File: src/rtl/j1_pkg.sv
// Shared definitions for the j1 memory loader: default geometry and FSM state encoding.
package j1_pkg;

  localparam int LOG2ABITS_DEF = 13;
  localparam int DWIDTH_DEF    = 16;

  localparam logic [2:0] ST_IDLE   = 3'd0;
  localparam logic [2:0] ST_LOAD   = 3'd1;
  localparam logic [2:0] ST_VERIFY = 3'd2;
  localparam logic [2:0] ST_RUN    = 3'd3;
  localparam logic [2:0] ST_ERROR  = 3'd4;

  typedef enum logic [2:0] {
    IDLE   = ST_IDLE,
    LOAD   = ST_LOAD,
    VERIFY = ST_VERIFY,
    RUN    = ST_RUN,
    ERROR  = ST_ERROR
  } state_e;

endpackage

File: src/rtl/j1_mem_loader_if.sv
// Image stream and single RAM port seen by the j1 loader; slave is the loader side.
interface j1_mem_loader_if #(
  parameter int LOG2ABITS = 13,
  parameter int DWIDTH    = 16
) ();

  logic                 s_valid;
  logic                 s_ready;
  logic [DWIDTH-1:0]    s_data;
  logic                 s_last;
  logic                 mem_we;
  logic [LOG2ABITS-1:0] mem_addr;
  logic [DWIDTH-1:0]    mem_wdata;
  logic [DWIDTH-1:0]    mem_rdata;

  modport slave (
    input  s_valid, s_data, s_last, mem_rdata,
    output s_ready, mem_we, mem_addr, mem_wdata
  );

  modport master (
    output s_valid, s_data, s_last, mem_rdata,
    input  s_ready, mem_we, mem_addr, mem_wdata
  );

endinterface

File: src/rtl/j1_mem_loader.sv
// Streams a program image into the j1 RAM, reads it back to verify a modular sum,
// and releases cpu_reset only when the readback sum matches the written sum.
module j1_mem_loader
  import j1_pkg::*;
#(
  parameter int LOG2ABITS = LOG2ABITS_DEF,
  parameter int DWIDTH    = DWIDTH_DEF
) (
  input  logic                 clk,
  input  logic                 reset,
  input  logic                 start,
  j1_mem_loader_if.slave       bus,
  output logic                 cpu_reset,
  output logic                 done,
  output logic                 error,
  output logic [DWIDTH-1:0]    checksum,
  output logic [LOG2ABITS:0]   word_count
);

  localparam int CW = LOG2ABITS + 1;
  localparam logic [CW-1:0] LAST_IDX = {1'b0, {LOG2ABITS{1'b1}}};

  state_e               state_q, state_d;
  logic [CW-1:0]        addr_q, addr_d;
  logic [CW-1:0]        word_count_q, word_count_d;
  logic [DWIDTH-1:0]    checksum_q, checksum_d;
  logic [DWIDTH-1:0]    sum_q, sum_d;
  logic                 issue_q, issue_d;
  logic                 data_v_q, data_v_d;
  logic                 s_ready_q, s_ready_d;
  logic                 mem_we_q, mem_we_d;
  logic [LOG2ABITS-1:0] mem_addr_q, mem_addr_d;
  logic [DWIDTH-1:0]    mem_wdata_q, mem_wdata_d;
  logic                 cpu_reset_q, cpu_reset_d;
  logic                 done_q, done_d;
  logic                 error_q, error_d;
  logic                 hs;

  assign hs = bus.s_valid & s_ready_q;

  // NOTE: every always_comb output gets a default first, otherwise a path that
  // skips an assignment would infer a latch.
  always_comb begin
    state_d      = state_q;
    addr_d       = addr_q;
    word_count_d = word_count_q;
    checksum_d   = checksum_q;
    sum_d        = sum_q;
    issue_d      = 1'b0;
    data_v_d     = issue_q;
    mem_we_d     = 1'b0;
    mem_addr_d   = mem_addr_q;
    mem_wdata_d  = mem_wdata_q;

    unique case (state_q)
      IDLE, RUN, ERROR: begin
        if (start) begin
          state_d      = LOAD;
          addr_d       = '0;
          word_count_d = '0;
          checksum_d   = '0;
        end
      end
      LOAD: begin
        if (hs) begin
          mem_we_d     = 1'b1;
          mem_addr_d   = addr_q[LOG2ABITS-1:0];
          mem_wdata_d  = bus.s_data;
          checksum_d   = checksum_q + bus.s_data;
          word_count_d = word_count_q + CW'(1);
          addr_d       = addr_q + CW'(1);
          if (bus.s_last) begin
            state_d = VERIFY;
            addr_d  = '0;
            sum_d   = '0;
          end else if (word_count_q == LAST_IDX) begin
            // Final address written without s_last: stop rather than wrap to 0.
            state_d = ERROR;
          end
        end
      end
      VERIFY: begin
        // Read pipeline: issue_q marks a read address on the bus this cycle,
        // data_v_q marks that its data is on mem_rdata this cycle.
        if (addr_q < word_count_q) begin
          issue_d    = 1'b1;
          mem_addr_d = addr_q[LOG2ABITS-1:0];
          addr_d     = addr_q + CW'(1);
        end
        if (data_v_q) begin
          sum_d = sum_q + bus.mem_rdata;
          if (!issue_q) state_d = (sum_d == checksum_q) ? RUN : ERROR;
        end
      end
      default: state_d = IDLE;
    endcase

    s_ready_d   = (state_d == LOAD);
    cpu_reset_d = (state_d != RUN);
    done_d      = (state_d == RUN);
    error_d     = (state_d == ERROR);
  end

  // NOTE: sequential state uses non-blocking assignments only, so every flop
  // samples the pre-edge values of the others.
  always_ff @(posedge clk) begin
    if (reset) begin
      state_q      <= IDLE;
      addr_q       <= '0;
      word_count_q <= '0;
      checksum_q   <= '0;
      sum_q        <= '0;
      issue_q      <= 1'b0;
      data_v_q     <= 1'b0;
      s_ready_q    <= 1'b0;
      mem_we_q     <= 1'b0;
      mem_addr_q   <= '0;
      mem_wdata_q  <= '0;
      cpu_reset_q  <= 1'b1;
      done_q       <= 1'b0;
      error_q      <= 1'b0;
    end else begin
      state_q      <= state_d;
      addr_q       <= addr_d;
      word_count_q <= word_count_d;
      checksum_q   <= checksum_d;
      sum_q        <= sum_d;
      issue_q      <= issue_d;
      data_v_q     <= data_v_d;
      s_ready_q    <= s_ready_d;
      mem_we_q     <= mem_we_d;
      mem_addr_q   <= mem_addr_d;
      mem_wdata_q  <= mem_wdata_d;
      cpu_reset_q  <= cpu_reset_d;
      done_q       <= done_d;
      error_q      <= error_d;
    end
  end

  assign bus.s_ready   = s_ready_q;
  assign bus.mem_we    = mem_we_q;
  assign bus.mem_addr  = mem_addr_q;
  assign bus.mem_wdata = mem_wdata_q;
  assign cpu_reset     = cpu_reset_q;
  assign done          = done_q;
  assign error         = error_q;
  assign checksum      = checksum_q;
  assign word_count    = word_count_q;

endmodule

File: src/flat_wrapper.sv
// flat-port wrapper written by rule: the top's interface ports become plain ports
module j1_mem_loader_flat import j1_pkg::*;
#(
  parameter int LOG2ABITS = LOG2ABITS_DEF,
  parameter int DWIDTH    = DWIDTH_DEF
)
  (clk, reset, start, cpu_reset, done, error, checksum, word_count, bus_s_valid, bus_s_data, bus_s_last, bus_mem_rdata, bus_s_ready, bus_mem_we, bus_mem_addr, bus_mem_wdata);
  j1_mem_loader_if #(.LOG2ABITS(LOG2ABITS), .DWIDTH(DWIDTH)) bus_i ();
  input  logic clk;
  input  logic reset;
  input  logic start;
  output logic cpu_reset;
  output logic done;
  output logic error;
  output logic [DWIDTH-1:0] checksum;
  output logic [LOG2ABITS:0] word_count;
  input wire logic [$bits(bus_i.s_valid)-1:0] bus_s_valid;
  input wire logic [$bits(bus_i.s_data)-1:0] bus_s_data;
  input wire logic [$bits(bus_i.s_last)-1:0] bus_s_last;
  input wire logic [$bits(bus_i.mem_rdata)-1:0] bus_mem_rdata;
  output wire logic [$bits(bus_i.s_ready)-1:0] bus_s_ready;
  output wire logic [$bits(bus_i.mem_we)-1:0] bus_mem_we;
  output wire logic [$bits(bus_i.mem_addr)-1:0] bus_mem_addr;
  output wire logic [$bits(bus_i.mem_wdata)-1:0] bus_mem_wdata;
  assign bus_i.s_valid = bus_s_valid;
  assign bus_i.s_data = bus_s_data;
  assign bus_i.s_last = bus_s_last;
  assign bus_i.mem_rdata = bus_mem_rdata;
  assign bus_s_ready = bus_i.s_ready;
  assign bus_mem_we = bus_i.mem_we;
  assign bus_mem_addr = bus_i.mem_addr;
  assign bus_mem_wdata = bus_i.mem_wdata;
  j1_mem_loader #(.LOG2ABITS(LOG2ABITS), .DWIDTH(DWIDTH)) u_core (.clk(clk), .reset(reset), .start(start), .bus(bus_i), .cpu_reset(cpu_reset), .done(done), .error(error), .checksum(checksum), .word_count(word_count));
endmodule
File: config.mk
export PLATFORM = sky130hd
export DESIGN_NAME = j1_mem_loader_flat
export DESIGN_NICKNAME = d
export VERILOG_FILES = /design/src/rtl/j1_pkg.sv /design/src/rtl/j1_mem_loader_if.sv /design/src/rtl/j1_mem_loader.sv /design/src/flat_wrapper.sv
export SDC_FILE = /design/constraint.sdc
export NUM_CORES = 1
export LEC_CHECK = 0
export CORE_ASPECT_RATIO = 1.2
export CORE_MARGIN = 3
export CORE_UTILIZATION = 55
export DETAILED_ROUTE_END_ITERATION = 7
export PLACE_DENSITY = 0.78
export SLEW_MARGIN = 20
export SYNTH_ARGS = -nofsm -noshare
export SYNTH_HDL_FRONTEND = slang
export SYNTH_SLANG_ARGS = --single-unit
export TNS_END_PERCENT = 10
File: constraint.sdc
create_clock -name clk -period 3.6 [get_ports clk]
set_clock_uncertainty 0.15 [all_clocks]
set_input_delay 0.36 -clock clk [delete_from_list [all_inputs] [get_ports clk]]
set_output_delay 0.36 -clock clk [all_outputs]
set_load 0.02 [all_outputs]
# Yosys cells after proc, flatten, opt, wreduce, memory -nomap -nowiden
# Cells that the tools add are included.
# totals
input_bits	37
regBits	99
word_cells	76
out_inout_bits	64
# classes
order_cmp	1
n_reduce_logical	12
n_mux	27
n_eq_ne	15
add_sub_neg	4
n_bitwise	3
# op_table
cell	n
16-bit two-way mux	5
14-bit two-way mux	5
16-bit case mux with 2 select lines	2
14-bit case mux with 3 select lines	1
16-bit adder	2
14-bit by 1-bit adder with 14-bit output, second input constant	2
14-bit case mux with 2 select lines	1
13-bit two-way mux	2
13-bit case mux with 2 select lines	1
3-bit two-way mux	7
16-bit equality test	1
14-bit by 13-bit equality test with 1-bit output, second input constant	1
14-bit less-than comparator	1
3-bit by 2-bit equality test with 1-bit output, second input constant	3
3-bit case mux with 3 select lines	1
4-bit AND reduction	2
3-bit by 1-bit equality test with 1-bit output, second input constant	2
3-bit equality test, second input constant	2
2-bit by 1-bit != test with 1-bit output, second input constant	3
3-bit AND reduction	2
2-bit != test, second input constant	2
2-bit nonzero test	2
2-bit OR reduction	2
3-bit logical NOT	1
7 further kinds	9

# Logic depth before layout (Yosys ltp)
# logic_depth
word_depth	7
mapped_depth	11

# Least setup slack after synthesis
# Ideal clock, no wire load.
# synth_timing
path_type	in2reg
start	in bus_mem_rdata[0]
end	reg u_core.error_q (netlist: u_core.error)
stages	11
slack_ps	621
n_path_buf	0
arrival_time_ps	2695
t_required_ps	3316
setup_ps	134
path_cell_list	ha_1 inv_1 fa_1 nor2b_2 o2111ai_2 a311oi_2 or3_2 nor3_1 or4_1 o41ai_2 o21ai_0
# synth_via
elab_chain_len	7
# synth_lines
element	line	text
start: declaration	flat_wrapper.sv:20	input wire logic [$bits(bus_i.mem_rdata)-1:0] bus_mem_rdata;
16-bit adder	j1_mem_loader.sv:91	sum_d = sum_q + bus.mem_rdata;
16-bit equality test	j1_mem_loader.sv:92	if (!issue_q) state_d = (sum_d == checksum_q) ? RUN : ERROR;
3-bit two-way mux (2 in a row)	j1_mem_loader.sv:92	
3-bit two-way mux	j1_mem_loader.sv:90	if (data_v_q) begin
3-bit case mux with 3 select lines	j1_mem_loader.sv:55	unique case (state_q)
3-bit equality test	j1_mem_loader.sv:101	error_d = (state_d == ERROR);
end signal: assignment	j1_mem_loader.sv:136	error_q <= error_d;
end: declaration	j1_mem_loader.sv:36	logic error_q, error_d;
# No other way between the ends.
# A chain may end at the register's enable or synchronous reset.

# Worst setup path in the final report
# layout_timing
start	in bus_mem_rdata[0]
end	reg u_core.cpu_reset_q (netlist: u_core.cpu_reset)
# layout_via
elab_chain_len	7
# layout_lines
element	line	text
16-bit adder	j1_mem_loader.sv:91	
16-bit equality test	j1_mem_loader.sv:92	
3-bit two-way mux (2 in a row)	j1_mem_loader.sv:92	
3-bit two-way mux	j1_mem_loader.sv:90	
3-bit case mux with 3 select lines	j1_mem_loader.sv:55	
3-bit by 2-bit != test with 1-bit output	j1_mem_loader.sv:99	cpu_reset_d = (state_d != RUN);
end signal: assignment	j1_mem_loader.sv:134	cpu_reset_q <= cpu_reset_d;
end: declaration	j1_mem_loader.sv:34	logic cpu_reset_q, cpu_reset_d;
# No other way between the ends.

==> out/results.ini <==
[critical_path]
r2r_start=u_core.word_count[7]
cp-start-kind=input pin
rr_worst_depth=10
crit_slowest_cell=clkdlybuf4s50_1
rrSetupSlack_ps=340
critPathMaxStageDelay_ps=470
critPathBufInv=2
criticalPathCategory=in -> reg
worstSetupEndpointType=flop
rr_endpoint=u_core.addr_q[13]
cp.required_ps=3690
crit_family=simple AND/OR/NAND/NOR gates
crit_arrival_ps=3420
cp_max_fo=5
crit_chain=clkdlybuf4s50_1, ha_1, inv_1, fa_1, or2b_1, a21oi_1, o22ai_1, nor4b_1, o2111ai_1, nor4_1, nand4b_1, and2_1

[finish]
nets=966
final_cell_area_um2=7840
diodes=0
drive_above_1_share_pct=7.33
stdcell_count=1041
area_growth_pct=24.4
fin_util_pct=70.7
most-common-layout-cells=clkdlybuf4s50_1 (99), dfxtp_1 (99), nor2_1 (81)

[logic_synthesis]
synthArstFlopShare_pct=0
yosysSeqAreaShare_pct=31.5
avgSynthCellArea_um2=8.08
synth.top_cells.by_area=dfxtp_1 (31%), ha_1 (8.9%), a21oi_1 (5.4%), nor2_1 (4.8%), nand2_1 (4.7%)
syn_area_um2=6300
synthDistinctLibCells=73
netlist.area_leader.share_pct=31.5
synth_nets=864
synth_area_leader_cell=dfxtp_1
ys_warn_count=0
synthCells=780
yosys_register_bits=99
synth-edff-count=0
synth_flop_cell=dfxtp_1

[timing]
fmax_ghz=0.300
rsz0062_at_grt=false
max_slew.worst_pin.slew_ps=873
finalMaxSlewViolations=0
min_period_over_period_pct=92.6
finalSetupViolations=0
final.min_clock_period_ps=3330
slew_headroom_pct=41.7
fin_hold_ws_ps=199
finalHoldViolations=0

[global_routing]
grtUsageTotal_pct=27.3
grt_pass1_wl_um=28600
antenna_found_initial=0
grt_pass1_vias=5993
grt_max_degree=60
global_route.overflow_total=0

[clock_tree]
cts_root_buffer=clkbuf_16
path_clk_slew_ps=70
cts_resized=0
cts_buffers=9
htreeDepth=3
cts_tree=done
cts_sinks=99
postCtsSetupBuffers=0
postCtsHoldBufs=0
cts_buffer_depth=2
clk_latency_ps=350

[pwr]
switching_power_w=0.000656
finalPower_w=0.00239
p_comb_share_pct=12.6
internal-power_w=0.00173
powerDensity_nw_per_um2=305
pwr-share-seq_pct=46.7
irDropWorstVdd_mv=0.238
clkPwrFrac_pct=40.7
swShare_pct=27.5
leakagePower_nw=3.00

[run]
cap_violations=0

[detailed_routing]
vias=6200
drtIter0Drc=268
drtPass1Iterations=7
wire_per_inst_um=16.6
ant_nets=0
drt_wl_total_um=17300
viasPerCell=5.96
drc=0

[floorplanning]
ioPinCount=101
core-area_um2=11100
rows=42
die_w_um=104
die_h_um=123
dieArea_um2=12800
start_util_pct=56.8

[place]
portBuffers=100
place.gp.congestion=1.03
placed_area_um2=7530
dp.final_hpwl_um=13500
dp.cells=1025

[worst_hold_path]
hold_path_depth=2
hold_class=in -> reg
hp-start=reset
whs_endpoint=u_core.sum_q[2]

[run_status]
status=complete, no violations

[power groups by stage]
stage	combinational, W	clock (W)	sequential (W)
2_1_floorplan	0.000178	0	0.00115
3_3_place_gp	0.000292	0	0.00114
3_5_place_dp	0.000297	0	0.00114
4_1_cts	0.000300	0.000989	0.00112
5_1_grt	0.000331	0.00103	0.00112
6_report	0.000302	0.000971	0.00112
[synthesized netlist by cell type, types with 12 or more instances]
cell	number
a21oi_1	68
and3_1	13
clkbuf_1	26
dfxtp_1	99
ha_1	45
inv_1	31
mux2i_1	17
nand2_1	79
nand2b_1	14
nand3_1	20
nand3b_1	12
nor2_1	81
nor3_1	15
o21ai_0	52
xnor2_1	30
xor2_1	14
[worst register-to-register path, delay by kind of cell (launching register included)]
| kind | cells | cell delay [ps] |
|---|---|---|
| AOI/OAI and AO/OA | 6 | 1300 |
| adders and majority gates | 1 | 320 |
| buffers and inverters | 1 | 100 |
| DFF | 1 | 390 |
| and+or+nand+nor | 2 | 930 |
[sequential cells by signal, indices dropped and copies added, names as in the netlist]
| register | count |
|---|---|
| u_core.data_v_d | 1 |
| u_core.bus.mem_we | 1 |
| u_core.bus.mem_wdata | 16 |
| u_core.cpu_reset | 1 |
| u_core.sum_q | 16 |
| u_core.bus.s_ready | 1 |
| u_core.done | 1 |
| u_core.bus.mem_addr | 13 |
| u_core.state_q | 3 |
| u_core.word_count | 14 |
| u_core.checksum | 16 |
| u_core.data_v_q | 1 |
| u_core.error | 1 |
| u_core.addr_q | 14 |
[kinds of logic after synthesis]
group / count (synthesis) / share of synthesized area [%]
buffers and inverters: 65 / 4.17
DFF: 99 / 31.5
adders and majority gates: 47 / 9.57
and+or+nand+nor: 292 / 22.8
muxes: 19 / 3.06
xor gates and xnor gates: 47 / 7.19
AOI/OAI and AO/OA: 211 / 21.7
[cell type report]
type                       count  area [µm²]
clock buffer                   9         225
clock inverter                 7        77.6
fill                         936        3250
inverter                      31         116
multi-input combinational    616        4060
sequential                    99        1980
tap                          154         193
timing repair buffer         125        1180
[per-layer routing]
metal	vias to the layer above	share of wire, %	track usage [%]	routed length, µm
met1	2906	40	30.3	6870
met2	217	51	49.8	8730
met4	0	4.5	16.0	776
li1	3020	-	-	-
met5	-	0	0	0
met3	57	5.2	4.65	894
[how the worst max path moves through the flow]
stage / startpoint / depth (start not counted) / slack [ps] / to
finish: bus_mem_rdata[0] / 12 / 270 / u_core.cpu_reset
global route: u_core.word_count[7] / 10 / 110 / u_core.addr_q[13]
CTS: bus_mem_rdata[0] / 12 / 310 / u_core.cpu_reset
detailed placement: bus_mem_rdata[0] / 12 / -50 / u_core.cpu_reset
global placement: bus_mem_rdata[0] / 12 / 60 / u_core.error
floorplan: bus_mem_rdata[0] / 11 / 620 / u_core.error
[per-stage QoR]
stage / worst slack [ps] / TNS, ps
finish: 267 / 0
global route: 108 / 0
CTS: 310 / 0
detailed placement: -45.2 / -45.2
global placement: 57.4 / 0
floorplan: 621 / 0
(Power assumes the default switching activity.)
